`src/rtl/branch_predict_unit_if.sv`:
```
// branch_predict_unit_if: fetch lookup, execute resolve request and registered outcome bundle
interface branch_predict_unit_if #(parameter int XLEN = 32);
  logic [XLEN-1:0] pc_f;
  logic            pred_taken_f;
  logic            res_valid;
  logic            branch;
  logic [2:0]      funct_3;
  logic [XLEN-1:0] res_pc;
  logic [XLEN-1:0] rs1;
  logic [XLEN-1:0] rs2;
  logic [XLEN-1:0] imm_in;
  logic            pred_taken;
  logic            flush;
  logic            out_valid;
  logic            taken;
  logic            mispredict;
  logic [XLEN-1:0] imm_out;
  logic [XLEN-1:0] redirect_pc;
  logic            illegal;
  logic [31:0]     branch_count;
  logic [31:0]     mispredict_count;
  modport master (
    output pc_f, res_valid, branch, funct_3, res_pc, rs1, rs2, imm_in, pred_taken, flush,
    input  pred_taken_f, out_valid, taken, mispredict, imm_out, redirect_pc, illegal,
           branch_count, mispredict_count
  );
  modport slave (
    input  pc_f, res_valid, branch, funct_3, res_pc, rs1, rs2, imm_in, pred_taken, flush,
    output pred_taken_f, out_valid, taken, mispredict, imm_out, redirect_pc, illegal,
           branch_count, mispredict_count
  );
endinterface

```
`src/rtl/branch_predict_unit.sv`:
```
// branch_predict_unit: branch condition resolve, bimodal 2-bit predictor and mispredict accounting
module branch_predict_unit #(
  parameter int         XLEN         = 32,
  parameter int         BHT_DEPTH    = 64,
  parameter logic [1:0] COUNTER_INIT = 2'b01
) (
  input logic clk,
  input logic rst,
  branch_predict_unit_if.slave bus
);
  localparam int IW = $clog2(BHT_DEPTH);
  logic [BHT_DEPTH-1:0][1:0] bht_q;
  logic [IW-1:0]   f_idx, r_idx;
  logic [1:0]      ctr;
  logic            eq, lt, ltu, cond, ill_d, acc, legal, taken_d, misp_d;
  logic [XLEN-1:0] imm_d;
  logic            out_valid_q, taken_q, misp_q, ill_q;
  logic [XLEN-1:0] imm_q, redir_q;
  logic [31:0]     bcnt_q, mcnt_q;
  logic            unused_pc;
  always_comb begin
    f_idx   = bus.pc_f[IW+1:2];
    r_idx   = bus.res_pc[IW+1:2];
    ctr     = bht_q[r_idx];
    eq      = bus.rs1 == bus.rs2;
    lt      = $signed(bus.rs1) < $signed(bus.rs2);
    ltu     = bus.rs1 < bus.rs2;
    // funct_3[0] inverts the base compare: BNE/BGE/BGEU
    cond    = (bus.funct_3[2] ? (bus.funct_3[1] ? ltu : lt) : eq) ^ bus.funct_3[0];
    ill_d   = bus.branch & (bus.funct_3[2:1] == 2'b01);
    acc     = bus.res_valid & ~bus.flush;
    legal   = acc & bus.branch & ~ill_d;
    taken_d = bus.branch & ~ill_d & cond;
    misp_d  = bus.branch & ~ill_d & (taken_d ^ bus.pred_taken);
    imm_d   = taken_d ? bus.imm_in : XLEN'(4);
  end
  always_ff @(posedge clk) begin
    if (rst) begin
      bht_q       <= {BHT_DEPTH{COUNTER_INIT}};
      out_valid_q <= 1'b0;
      taken_q     <= 1'b0;
      misp_q      <= 1'b0;
      ill_q       <= 1'b0;
      imm_q       <= XLEN'(4);
      redir_q     <= '0;
      bcnt_q      <= '0;
      mcnt_q      <= '0;
    end else begin
      out_valid_q <= acc;
      if (acc) begin
        taken_q <= taken_d;
        misp_q  <= misp_d;
        ill_q   <= ill_d;
        imm_q   <= imm_d;
        redir_q <= bus.res_pc + imm_d;
      end
      if (legal) begin
        bht_q[r_idx] <= taken_d ? ctr + {1'b0, ctr != 2'b11} : ctr - {1'b0, ctr != 2'b00};
        bcnt_q       <= bcnt_q + {31'b0, ~&bcnt_q};
        if (misp_d) mcnt_q <= mcnt_q + {31'b0, ~&mcnt_q};
      end
    end
  end
  assign unused_pc            = ^{bus.pc_f[XLEN-1:IW+2], bus.pc_f[1:0]};
  assign bus.pred_taken_f     = bht_q[f_idx][1];
  assign bus.out_valid        = out_valid_q;
  assign bus.taken            = taken_q;
  assign bus.mispredict       = misp_q;
  assign bus.illegal          = ill_q;
  assign bus.imm_out          = imm_q;
  assign bus.redirect_pc      = redir_q;
  assign bus.branch_count     = bcnt_q;
  assign bus.mispredict_count = mcnt_q;
endmodule

```
`src/flat_wrapper.sv`:
```
// flat-port wrapper written by rule: the top's interface ports become plain ports
module branch_predict_unit_flat 
#(
  parameter int         XLEN         = 32,
  parameter int         BHT_DEPTH    = 64,
  parameter logic [1:0] COUNTER_INIT = 2'b01
)
  (clk, rst, bus_pc_f, bus_res_valid, bus_branch, bus_funct_3, bus_res_pc, bus_rs1, bus_rs2, bus_imm_in, bus_pred_taken, bus_flush, bus_pred_taken_f, bus_out_valid, bus_taken, bus_mispredict, bus_imm_out, bus_redirect_pc, bus_illegal, bus_branch_count, bus_mispredict_count);
  branch_predict_unit_if #(.XLEN(XLEN)) bus_i ();
  input logic clk;
  input logic rst;
  input wire logic [$bits(bus_i.pc_f)-1:0] bus_pc_f;
  input wire logic [$bits(bus_i.res_valid)-1:0] bus_res_valid;
  input wire logic [$bits(bus_i.branch)-1:0] bus_branch;
  input wire logic [$bits(bus_i.funct_3)-1:0] bus_funct_3;
  input wire logic [$bits(bus_i.res_pc)-1:0] bus_res_pc;
  input wire logic [$bits(bus_i.rs1)-1:0] bus_rs1;
  input wire logic [$bits(bus_i.rs2)-1:0] bus_rs2;
  input wire logic [$bits(bus_i.imm_in)-1:0] bus_imm_in;
  input wire logic [$bits(bus_i.pred_taken)-1:0] bus_pred_taken;
  input wire logic [$bits(bus_i.flush)-1:0] bus_flush;
  output wire logic [$bits(bus_i.pred_taken_f)-1:0] bus_pred_taken_f;
  output wire logic [$bits(bus_i.out_valid)-1:0] bus_out_valid;
  output wire logic [$bits(bus_i.taken)-1:0] bus_taken;
  output wire logic [$bits(bus_i.mispredict)-1:0] bus_mispredict;
  output wire logic [$bits(bus_i.imm_out)-1:0] bus_imm_out;
  output wire logic [$bits(bus_i.redirect_pc)-1:0] bus_redirect_pc;
  output wire logic [$bits(bus_i.illegal)-1:0] bus_illegal;
  output wire logic [$bits(bus_i.branch_count)-1:0] bus_branch_count;
  output wire logic [$bits(bus_i.mispredict_count)-1:0] bus_mispredict_count;
  assign bus_i.pc_f = bus_pc_f;
  assign bus_i.res_valid = bus_res_valid;
  assign bus_i.branch = bus_branch;
  assign bus_i.funct_3 = bus_funct_3;
  assign bus_i.res_pc = bus_res_pc;
  assign bus_i.rs1 = bus_rs1;
  assign bus_i.rs2 = bus_rs2;
  assign bus_i.imm_in = bus_imm_in;
  assign bus_i.pred_taken = bus_pred_taken;
  assign bus_i.flush = bus_flush;
  assign bus_pred_taken_f = bus_i.pred_taken_f;
  assign bus_out_valid = bus_i.out_valid;
  assign bus_taken = bus_i.taken;
  assign bus_mispredict = bus_i.mispredict;
  assign bus_imm_out = bus_i.imm_out;
  assign bus_redirect_pc = bus_i.redirect_pc;
  assign bus_illegal = bus_i.illegal;
  assign bus_branch_count = bus_i.branch_count;
  assign bus_mispredict_count = bus_i.mispredict_count;
  branch_predict_unit #(.XLEN(XLEN), .BHT_DEPTH(BHT_DEPTH), .COUNTER_INIT(COUNTER_INIT)) u_core (.clk(clk), .rst(rst), .bus(bus_i));
endmodule
```
`config.mk`:
```
export PLATFORM = sky130hd
export DESIGN_NAME = branch_predict_unit_flat
export DESIGN_NICKNAME = d
export VERILOG_FILES = /design/src/rtl/branch_predict_unit_if.sv /design/src/rtl/branch_predict_unit.sv /design/src/flat_wrapper.sv
export SDC_FILE = /design/constraint.sdc
export NUM_CORES = 1
export LEC_CHECK = 0
export ABC_CLOCK_PERIOD_IN_PS = 10900
export BUFFER_PORTS_ARGS = -buffer_cell sky130_fd_sc_hd__buf_2
export CELL_PAD_IN_SITES_DETAIL_PLACEMENT = 0
export CELL_PAD_IN_SITES_GLOBAL_PLACEMENT = 2
export CORE_AREA = 2 2 215 259
export CTS_CLUSTER_SIZE = 28
export DETAILED_ROUTE_END_ITERATION = 10
export DIE_AREA = 0 0 217 261
export GPL_TIMING_DRIVEN = 0
export PLACE_DENSITY_LB_ADDON = 0.1
export SKIP_LAST_GASP = 1
export SYNTH_ARGS = -nofsm -noshare
export SYNTH_HDL_FRONTEND = slang
export SYNTH_SLANG_ARGS = --single-unit
```
`constraint.sdc`:
```
create_clock -name clk -period 10.9 [get_ports clk]
set_input_delay 0.545 -clock clk [delete_from_list [all_inputs] [get_ports clk]]
set_output_delay 0.545 -clock clk [all_outputs]
set_load 0.02 [all_outputs]
```
==> summary.txt <==
Floorplan
  – Core ar.: approximately 0.054 sq mm
  – I/O pins: 302
  – Area of the die: between 0.05 and 0.06 sq mm
  – Starting Density: 0.276
  – Die width: 217 um
  – Chip Height: 261 um
  – Num rows: 94

Logic synthesis
  – Most numerous cell in the Yosys netlist: nand2_1
  – Synth Cell Area: between 0.01 and 0.015 sq mm
  – Post-synth top area share: 0.348
  – Post-synth top area cell: dfxtp_1
  – Count of cell types in the netlist: 80
  – #FFs+latches synth: 260
  – Register area share after synthesis: 0.348
  – Synthesis Warnings: 0
  – Synth top area cells: dfxtp_1, nand3_1, nand2_1
  – Ys flop type: dfxtp_1
  – Post-Syn Instances: 1798
  – Fraction of registers with async set/reset: 0
  – Syn avg cell area: 8.33 sq um
  – Syn_nets: slightly above 2000
  – Number of flops mapped to enable cells by yosys: 0
  – Post-synth top cells: nand2_1, nand3_1, dfxtp_1, a21oi_1, clkbuf_1

Worst setup path
  – Crit path cell chain: buf_2, inv_1, ha_1, and4_1, nor4b_2, a221oi_1, o32ai_1, nor4_2, o21ai_1, and3_1, buf_2, clkbuf_1, and2_1, ha_1, a21oi_1, and4b_1, or4b_1, a21oi_1, nor3_1, o21a_1, o211a_1, or3_1, a32o_1
  – Worst setup EP type: flip-flop
  – Slowest-stage cell, CP: or4b_1
  – Setup CP Type: in2reg
  – Startpoint Class: input pin
  – Critical Path RT: 11.33 ns
  – CP max stage delay: 0.58 ns
  – R2r setup slk: 7.00 ns
  – Crit path max fanout: 10
  – Crit path DAT: 6.93 ns

Global route
  – First-pass GRT wire length: between 90000 and 100000 um
  – Total gr overflow: 0
  – Initial antenna violation count: 2
  – Vias in the first global route: 14900
  – Largest net degree at the start of global routing: 12
  – Total GRT Usage: 0.221

Route
  – Vias after detailed routing: 14800
  – Vias per cell: 5.18
  – Drt first pass iters: 5
  – DRT Wirelength: 63900 um
  – Avg WL per Cell: between 20 and 25 um
  – DRC Markers: 0
  – Starting DRT DRC Count: between 800 and 900
  – Antenna viol nets, final: 0

STA
  – Setup TNS: 0 ns
  – Fmax: 0.154 GHz
  – Fin Hold WS: between 0.2 and 0.3 ns
  – Worst-margin pin slew: 1.12 ns
  – Slew Viols, Final: 0
  – Worst Skew: about 0.011 ns
  – Final WS setup: between 4 and 5 ns
  – Headroom to the max-slew limit: 0.255
  – Final setup viols: 0
  – Hold Violations, Final: 0
  – Final Cycle Share: 0.596
  – Unrepaired setup endpoints after global routing: no
  – Crit path time final: about 6.5 ns

CTS
  – CTS Buf Count: 35
  – Later-pin clock latency in the skew report: 0.54 ns
  – Post-CTS Resized: 0
  – Clk slew on worst S/H paths: ~0.060 ns
  – Cts hold-fix bufs: 0
  – Clock Path Buffers: 3
  – Post-CTS setup buffer count: 0
  – CTS tree: yes
  – CTS H-tree lvls: 2
  – TritonCTS Sinks: between 200 and 300
  – Root Driver: clkbuf_16

Cells and area
  – Fin nets: 2346
  – Non-filler cells, final: about 2900
  – Share of layout cells above drive strength 1: 0.225
  – Fill cell count: 5924
  – Area Growth Syn to Fin: 23.0%

Status
  – Status: complete, no violations

Pwr
  – Peak supply drop: 105 uV
  – Pwr/cell area: 139 mW/mm^2
  – Tot Pwr: 2.56 mW
  – P_leak: a little under 8 nW

Placement
  – Placed cell count: about 2800
  – Hpwl dp: 49000 um
  – PortBufs: 272
  – Routability congestion estimate: approximately 0.88
  – Dpl ws: 3.87 ns

Hold path
  – Hold crit path type: in2reg

Run
  – Max-Cap Viols: 0
## layout by cell type (no fill, tap or decap), types with 9 or more instances in the layout
cell / netlist / layout
buf_2: 10 / 282
nand2_1: 268 / 268
nand3_1: 261 / 261
dfxtp_1: 260 / 260
a21oi_1: 130 / 130
clkbuf_1: 89 / 94
nor2_1: 87 / 87
ha_1: 68 / 68
inv_1: 58 / 58
and2_1: 41 / 41
o31ai_2: 41 / 41
clkbuf_16: 0 / 37
o31ai_1: 35 / 35
mux2_2: 34 / 34
mux4_2: 33 / 33
nor2b_1: 31 / 31
o21ai_0: 26 / 26
nand4_1: 24 / 24
xnor2_1: 22 / 22
xor2_1: 21 / 21
a221oi_1: 20 / 20
a21o_1: 18 / 18
nor3_1: 21 / 18
or3_1: 14 / 14
and3_1: 14 / 14
or4_1: 14 / 14
buf_1: 11 / 11
a211oi_1: 10 / 10
and4_1: 9 / 9
buf_6: 8 / 9
a21boi_0: 9 / 9
clkbuf_8: 0 / 9
## flip-flops by register name, summed over array words and instances, names as in the netlist
register / cells
u_core.bus.redirect_pc: 32
u_core.bht_q: 128
u_core.bus.out_valid: 1
u_core.bus.imm_out: 32
u_core.bus.mispredict_count: 32
u_core.bus.taken: 1
u_core.bus.illegal: 1
u_core.bus.mispredict: 1
u_core.bus.branch_count: 32
## where the power goes
group	switching [mW]	leakage [nW]	total (mW)	internal, mW
clock	0.469	0.580	1.17	0.703
sequential	0.00722	2.10	0.970	0.963
combinational	0.287	5.00	0.422	0.135
total	0.764	7.68	2.56	1.80
## per-layer routing
layer	wire (um)	up-vias	global-route usage
met4	1950	0	0.0776
li1	-	7152	-
met1	26800	7075	0.266
met2	31800	452	0.396
met3	3340	107	0.0368
met5	0	-	0
## cell families after synthesis
group                      share of synthesized area
muxes                                         0.0799
AOI/OAI and AO/OA                              0.173
xor gates and xnor gates                      0.0282
adders and majority gates                     0.0581
and+or+nand+nor                                0.261
DFF                                            0.348
buffers and inverters                         0.0525
## final cells by class
| type | instances | area [sq um] | share of cell area |
|---|---|---|---|
| Multi-Input combinational cell | 1354 | 9000 | 0.488 |
| Sequential cell | 260 | 5200 | 0.282 |
| Timing Repair Buffer | 273 | 1370 | 0.0745 |
| Clock buffer | 51 | 1070 | 0.0580 |
| Tap cell | 720 | 901 | 0.0489 |
| Buffer | 124 | 561 | 0.0304 |
| Inverter | 60 | 225 | 0.0122 |
| Clock inverter | 11 | 87.6 | 0.00475 |
| Antenna cell | 2 | 5.00 | 0.000272 |
## metrics by stage
| stage | area, sq um | util |
|---|---|---|
| 3_5_place_dp | 17300 | 0.318 |
| 4_1_cts | 18400 | 0.339 |
| 2_1_floorplan | 15000 | - |
| 5_1_grt | 18400 | 0.339 |
| 6_report | 18400 | 0.339 |
| 3_3_place_gp | 17200 | 0.317 |
## path summary, 6_finish.rpt
| check | from | endpoint | cells past startpoint |
|---|---|---|---|
| min reg2reg | u_core.bus.imm_out[13] | u_core.bus.imm_out[13] | 2 |
| min | bus_imm_in[8] | u_core.bus.imm_out[8] | 3 |
| max reg2reg | u_core.bus.mispredict_count[2] | u_core.bus.mispredict_count[15] | 14 |
| max | bus_rs2[16] | u_core.bus.redirect_pc[29] | 23 |
## critical path: cells and delay by family
| family | cells | cell delay, ns |
|---|---|---|
| buf+inv | 4 | 0.87 |
| fa+ha+maj | 2 | 0.50 |
| simple gates | 9 | 2.58 |
| compound gates | 8 | 2.44 |
No activity file was read; power rests on OpenSTA's default activity.
